**config.mk**
```make
export PLATFORM = sky130hd
export DESIGN_NAME = filter_spad_writer
export DESIGN_NICKNAME = d
export VERILOG_FILES = /design/src/rtl/filter_spad_writer.sv
export SDC_FILE = /design/constraint.sdc
export NUM_CORES = 1
export LEC_CHECK = 0
export BUFFER_PORTS_ARGS = -buffer_cell sky130_fd_sc_hd__buf_2
export CAP_MARGIN = 0
export CORE_MARGIN = 8
export CORE_UTILIZATION = 35
export CTS_BUF_LIST = sky130_fd_sc_hd__clkbuf_2
export CTS_CLUSTER_SIZE = 25
export DETAILED_ROUTE_END_ITERATION = 8
export HOLD_SLACK_MARGIN = 0.02
export MAX_ROUTING_LAYER = met4
export SLEW_MARGIN = 20
export SYNTH_ARGS = -nofsm -noshare
export SYNTH_HDL_FRONTEND = slang
export SYNTH_SLANG_ARGS = --single-unit
```
**constraint.sdc**
```tcl
create_clock -name clk -period 9.5 [get_ports clk]
set_input_delay 1.9 -clock clk [delete_from_list [all_inputs] [get_ports clk]]
set_output_delay 1.9 -clock clk [all_outputs]
set_load 0.005 [all_outputs]
```
**src/rtl/filter_spad_writer.sv**
```systemverilog
// Purpose: PE-side filter bus receiver. Keeps row-matched words and writes them to the filter spad in (col, channel, filter) order.
// Latency: a matched word is written to the spad 1 cycle after acceptance; done pulses 1 cycle after the final write.
// Backpressure: await = stall | !LOAD, so words are taken only in LOAD while the spad port is free.
module filter_spad_writer #(
  parameter int DATA_WIDTH = 16,
  parameter int R_WIDTH    = 4,
  parameter int S_WIDTH    = 6,
  parameter int p_WIDTH    = 5,
  parameter int q_WIDTH    = 3,
  parameter int ADDR_WIDTH = 8
) (
  input  logic                  clk,
  input  logic                  reset,
  input  logic                  start,
  input  logic [S_WIDTH-1:0]    S,
  input  logic [p_WIDTH-1:0]    p,
  input  logic [q_WIDTH-1:0]    q,
  input  logic [R_WIDTH-1:0]    pe_row,
  input  logic                  stall,
  input  logic                  in_valid,
  input  logic [DATA_WIDTH-1:0] in_data,
  input  logic [R_WIDTH-1:0]    in_row,
  output logic                  await,
  output logic                  spad_we,
  output logic [ADDR_WIDTH-1:0] spad_addr,
  output logic [DATA_WIDTH-1:0] spad_wdata,
  output logic                  busy,
  output logic                  done
);

  typedef enum logic [1:0] {
    IDLE = 2'd0,
    LOAD = 2'd1,
    DONE = 2'd2
  } state_t;

  // Wide enough to hold s*p*q + q*p + p for any legal config without overflow.
  localparam int FULL_W = S_WIDTH + p_WIDTH + q_WIDTH + 1;

  state_t state;

  // Config captured at start; the live inputs may change freely during a pass.
  logic [S_WIDTH-1:0] s_lat;
  logic [p_WIDTH-1:0] p_lat;
  logic [q_WIDTH-1:0] q_lat;
  logic [R_WIDTH-1:0] row_lat;

  // Position of the next matched word inside the pass.
  logic [S_WIDTH-1:0] s_cnt;
  logic [p_WIDTH-1:0] p_cnt;
  logic [q_WIDTH-1:0] q_cnt;

  logic              accept;
  logic              match;
  logic              p_last;
  logic              q_last;
  logic              s_last;
  logic              pass_last;
  logic [FULL_W-1:0] addr_full;

  // The bus may only push a word while we are loading and the spad port is free.
  assign await  = stall | (state != LOAD);
  assign accept = (state == LOAD) & in_valid & ~await;
  assign match  = accept & (in_row == row_lat);

  assign p_last    = (p_cnt == (p_lat - p_WIDTH'(1)));
  assign q_last    = (q_cnt == (q_lat - q_WIDTH'(1)));
  assign s_last    = (s_cnt == (s_lat - S_WIDTH'(1)));
  assign pass_last = p_last & q_last & s_last;

  // Layout is column-major over (col, channel, filter); oversized configs simply wrap in the spad.
  assign addr_full = (FULL_W'(s_cnt) * FULL_W'(p_lat) * FULL_W'(q_lat))
                   + (FULL_W'(q_cnt) * FULL_W'(p_lat))
                   + FULL_W'(p_cnt);

  // Control FSM with registered busy/done; LOAD->DONE happens on the edge that takes the last word.
  always_ff @(posedge clk) begin
    if (reset) begin
      state   <= IDLE;
      busy    <= 1'b0;
      done    <= 1'b0;
      s_lat   <= '0;
      p_lat   <= '0;
      q_lat   <= '0;
      row_lat <= '0;
    end else begin
      done <= 1'b0;
      case (state)
        IDLE: begin
          if (start) begin
            s_lat   <= S;
            p_lat   <= p;
            q_lat   <= q;
            row_lat <= pe_row;
            state   <= LOAD;
            busy    <= 1'b1;
          end
        end
        LOAD: begin
          if (match && pass_last) begin
            state <= DONE;
            busy  <= 1'b0;
          end
        end
        DONE: begin
          done  <= 1'b1;
          state <= IDLE;
        end
        default: begin
          state <= IDLE;
          busy  <= 1'b0;
        end
      endcase
    end
  end

  // Nested position counters: filter index fastest, then channel, then column.
  always_ff @(posedge clk) begin
    if (reset) begin
      p_cnt <= '0;
      q_cnt <= '0;
      s_cnt <= '0;
    end else if (match) begin
      if (p_last) begin
        p_cnt <= '0;
        if (q_last) begin
          q_cnt <= '0;
          if (s_last) begin
            s_cnt <= '0;
          end else begin
            s_cnt <= s_cnt + S_WIDTH'(1);
          end
        end else begin
          q_cnt <= q_cnt + q_WIDTH'(1);
        end
      end else begin
        p_cnt <= p_cnt + p_WIDTH'(1);
      end
    end
  end

  // Registered spad write port; reset drops any write that was about to issue.
  always_ff @(posedge clk) begin
    if (reset) begin
      spad_we    <= 1'b0;
      spad_addr  <= '0;
      spad_wdata <= '0;
    end else begin
      spad_we <= match;
      if (match) begin
        spad_addr  <= ADDR_WIDTH'(addr_full);
        spad_wdata <= in_data;
      end
    end
  end

endmodule

```
; Word-level counts from Yosys, hierarchy flattened
; Index checks and enable logic that the tools add are counted.
[word_totals]
reg_bits = 61
output_inout_bits = 28
elab_cells = 58
[op_classes]
add_sub_neg = 8
multipliers = 3
n_eq_ne = 9
mux = 10
n_bitwise = 8
n_reduce_logical = 7
[op_table]
columns = operator, n
row1 = multiplier 11 x 3 -> 8 bit, 1
row2 = multiplier 6 x 5 -> 11 bit, 1
row3 = adder 8 x 5 -> 8 bit, 1
row4 = adder 8 bit, 1
row5 = multiplier 3 x 5 -> 8 bit, 1
row6 = "adder 6 x 1 -> 6 bit, second input constant", 1
row7 = == test 6 bit, 1
row8 = two-way mux 6 bit, 1
row9 = AND reduction 2 bit, 3
row10 = AND reduction 3 bit, 2
row11 = "subtractor 6 x 1 -> 6 bit, second input constant", 1
row12 = "adder 5 x 1 -> 5 bit, second input constant", 1
row13 = bitwise AND 1 bit, 5
row14 = == test 5 bit, 1
row15 = two-way mux 5 bit, 1
row16 = "subtractor 5 x 1 -> 5 bit, second input constant", 1
row17 = == test 4 bit, 1
row18 = two-way mux 2 bit, 2
row19 = "!= test 2 x 1 -> 1 bit, second input constant", 2
row20 = case mux 2 bit (2 select lines), 1
row21 = "adder 3 x 1 -> 3 bit, second input constant", 1
row22 = == test 3 bit, 1
row23 = two-way mux 1 bit, 3
row24 = two-way mux 3 bit, 1
row25 = 9 further kinds, 10

; Longest topological paths before layout
[logic_depth]
ltp_word = 8
ltp_mapped = 26
ltp_nobuf = 25

; Worst setup path before layout
; No wires, ideal clock.
[synth_timing]
path_type = reg2reg
start = reg s_cnt[0]
end = reg spad_addr[7]
setup_ps = 114
t_arrival_ps = 6445
required_time_ps = 9386
path_slack_ps = 2941
path_stages_with_launch = 26
cell_sequence = dfxtp_1 > clkbuf_1 > nand2_1 > fa_1 > fa_1 > fa_1 > inv_1 > ha_1 > xnor2_1 > and2_1 > fa_1 > inv_1 > fa_1 > inv_1 > fa_1 > inv_1 > fa_1 > inv_1 > ha_1 > a211oi_1 > nor2_1 > o21a_1 > nor2_1 > xnor3_1 > xnor2_1 > a21o_1
[synth_via]
elab_chain_cells = 4
[synth_rtl]
columns = item, line_no
row1 = start: declaration, 49  ; logic [S_WIDTH-1:0] s_cnt;
row2 = start signal: assignment, 131  ; s_cnt <= s_cnt + S_WIDTH'(1);
row3 = multiplier 6 x 5 -> 11 bit, 72  ; assign addr_full = (FULL_W'(s_cnt) * FULL_W'(p_lat) * FULL_W'(q_lat))
row4 = multiplier 11 x 3 -> 8 bit, 72
row5 = adder 8 bit, 73  ; + (FULL_W'(q_cnt) * FULL_W'(p_lat))
row6 = adder 8 x 5 -> 8 bit, 74  ; + FULL_W'(p_cnt);
row7 = end signal: assignment, 151  ; spad_addr <= ADDR_WIDTH'(addr_full);
row8 = end: declaration, 25  ; output logic [ADDR_WIDTH-1:0] spad_addr,
; No other way between the ends.
; A chain may end at the register's enable or synchronous reset.

; Worst setup path in the final report
; Same ends and word-level chain as after synthesis.

==> impl_metrics.toml <==
[hold_path]
hold_depth = 2
min_to = "row_lat[0]"
hold_class = "flip-flop to flip-flop"
hold_start = "row_lat[0]"

[cells_and_area]
fill_cells = 1294
fin_nets = 677
final_common_cell = "nand2_1"
drive_gt1_share_pct = 15.53
final_cell_mix = "nand2_1, buf_2, dfxtp_1"
area_growth_pct = 11.59
layout.cells.non_filler = 746
multi_input_area_um2 = 2978
seq_area_um2 = 1221

[clock_tree]
cts_root_buf = "clkbuf_2"
clk_latency_ps = 500
cts_buffers = 9
cts.sinks = 61
cts_hold_buf = 0
htree_levels = 3
cts_resized = 0
path_clk_slew_ps = 180
tritoncts = "done"
clockBufferDepth = 2
cts_setup_buffers = 0

[route]
routedWlPerCell_um = 12.84
drt_iter0_markers = 145
route.detailed.drc = 0
drt_first_pass_iters = 4
num_vias = 3440
routed_via_density = 4.611
wl_mm = 9.582
ant_nets = 0

[synthesis]
syn-instance-count = 514
synth.avg_cell_area_um2 = 8.756
synth_edf_count = 0
synth_area_leader_cell = "dfxtp_1"
synthesis.nets = 622
ys_seq_elements = 61
ys.flop_type = "dfxtp_1"
yosysTopAreaCellShare_pct = 27.13
syn-cell-area_um2 = 4501
synthArstFlopShare_pct = 0
yosysWarnings = 0
yosys-top-cells-area = "dfxtp_1, fa_1, ha_1"
yosysUniqueCellTypes = 44
seq_area_frac_synth_pct = 27.13

[global_route]
grt_pass1_vias = 3479
antenna_found_initial = 1
overflow = 0
grt_max_degree = 60
grt_pass1_wl_mm = 16.22
grtUsageTotal_pct = 12.40

[placed_design]
port_buffers = 70
placed_cells = 730
dp_hpwl_mm = 7.554
routabilityCongestion = 0.8283
dp_slack_ps = 2726

[critical_path]
reg2reg_from = "s_cnt[0]"
reg2reg_depth = 24
r2r_slack_ps = 2790
worstSetupEndpointType = "flip-flop"
worstReg2RegEnd = "spad_addr[7]"
cp-start-kind = "flip-flop"
worst-path-max-fanout = 13
cp.arrival_ps = 7130
critPathRequiredTime_ps = 9920
path_class = "flip-flop to flip-flop"

[timing]
final_max_slew_viol_count = 0
fin_skew_ps = 25.28
slew_headroom_pct = 50.53
setup_viol = 0
max_freq_ghz = 0.1490
whs_ps = 481.5
worstMarginPinSlew_ps = 742.1
setup_tns_ps = 0
rsz0062_at_grt = "no"
hold_viol = 0
finalCriticalPeriod_ps = 6710
period_share_pct = 70.63
finalWorstSetupSlack_ps = 2790

[power]
powerDensity_nw_per_um2 = 87.29
p_comb_share_pct = 10.3
irDropWorstVdd_mv = 0.09018
power.leakage_nw = 2.293
swShare_pct = 28.90
internal_power_mw = 0.3117
netSwitchingPower_mw = 0.1267
pwr-share-clk_pct = 28.1
p_seq_share_pct = 61.5
power.total_mw = 0.4384

[die]
placementRows = 41
fp.dieArea_um2 = 16740
core-area_um2 = 12570
die_x_um = 129.4
start_util_pct = 35.81
die_y_um = 129.4
pin_count = 71

[outcome]
status = "complete, no violations"

[flow_run]
max_cap_viol_count = 0
==> Yosys cell counts (2+ instances only) <==
master and count:
nand2_1 70, dfxtp_1 61, nor2_1 50, inv_1 47, ha_1 33, a21oi_1 32, and2_1 32, fa_1 32
xnor2_1 28, mux2i_1 22, clkbuf_1 20, xor2_1 17, nor3_1 9, nand3_1 7, o21ai_0 7, and3_1 4
a21o_1 3, buf_4 3, nor3b_1 3, a211oi_1 2, a31oi_1 2, buf_6 2, nand2b_1 2, nand3b_1 2
nand4_1 2, nor2b_1 2, o21a_1 2, xnor3_1 2
==> sequential cells by signal, indices dropped and copies added, names as in the netlist, 4 cells and up <==
signal      flops
spad_wdata     16
spad_addr       8
s_cnt           6
s_lat           6
p_cnt           5
p_lat           5
row_lat         4
==> power by group through the flow <==
stage                     combinational (mW)  sequential [mW]  clock [mW]
after floorplan                       0.0334            0.271           0
after global placement                0.0444            0.275           0
after detailed placement              0.0454            0.275           0
after CTS                             0.0456            0.270       0.131
after global routing                  0.0506            0.271       0.143
final                                 0.0452            0.270       0.123
==> cells by family after synthesis <==
kind of cell    synth area share (%)
buf+inv                        6.700
mux                            4.893
flops                          27.13
simple gates                   20.82
compound gates                 7.284
fa+ha+maj                      23.41
xor+xnor                       9.758
==> worst max-delay path, stage by stage, from the launching register on <==
cell and delay, ps:
dfxtp_1 590, nand2_1 140, fa_1 520, fa_1 520
fa_1 540, inv_1 40, ha_1 320, xnor2_1 160
and2_1 170, fa_1 480, inv_1 50, fa_1 470
inv_1 50, fa_1 530, inv_1 50, fa_1 500
inv_1 40, ha_1 220, a211oi_1 220, nor2_1 100
o21a_1 170, nor2_1 80, xnor3_1 400, xnor2_1 130
a21o_1 170
==> layout make-up <==
| class | count | area share (%) |
|---|---|---|
| clock inverter | 6 | 0.6228 |
| timing repair buffer | 70 | 7.025 |
| tap | 172 | 4.285 |
| clock buffer | 9 | 0.8969 |
| antenna | 1 | 0.04983 |
| inverter | 47 | 3.513 |
| sequential | 61 | 24.31 |
| multi-input combinational | 380 | 59.29 |
==> per-stage QoR <==
stage          util [%]  cell area, um2
2_1_floorplan         -            4501
4_1_cts           39.92            5017
3_3_place_gp      39.31            4941
3_5_place_dp      39.31            4941
5_1_grt           39.96            5022
6_report          39.96            5022
==> worst max path at each step <==
stage                     startpoint      endpoint  slack [ps]  cells after the start
after floorplan             s_cnt[0]  spad_addr[7]        2940                     25
after global placement      s_cnt[0]  spad_addr[7]        2820                     24
after detailed placement    s_cnt[0]  spad_addr[7]        2730                     24
after CTS                   s_cnt[0]  spad_addr[7]        2750                     24
after global routing        s_cnt[0]  spad_addr[7]        2450                     24
final                       s_cnt[0]  spad_addr[7]        2790                     24
==> routing by layer <==
layer	wire length (um)	global-route usage [%]	vias to the layer above
li1	-	-	1759
met1	4715	16.14	1603
met2	4410	18.54	67
met3	316	2.506	11
met4	140	4.768	0
met5	0	-	-
(Power assumes the default switching activity.)
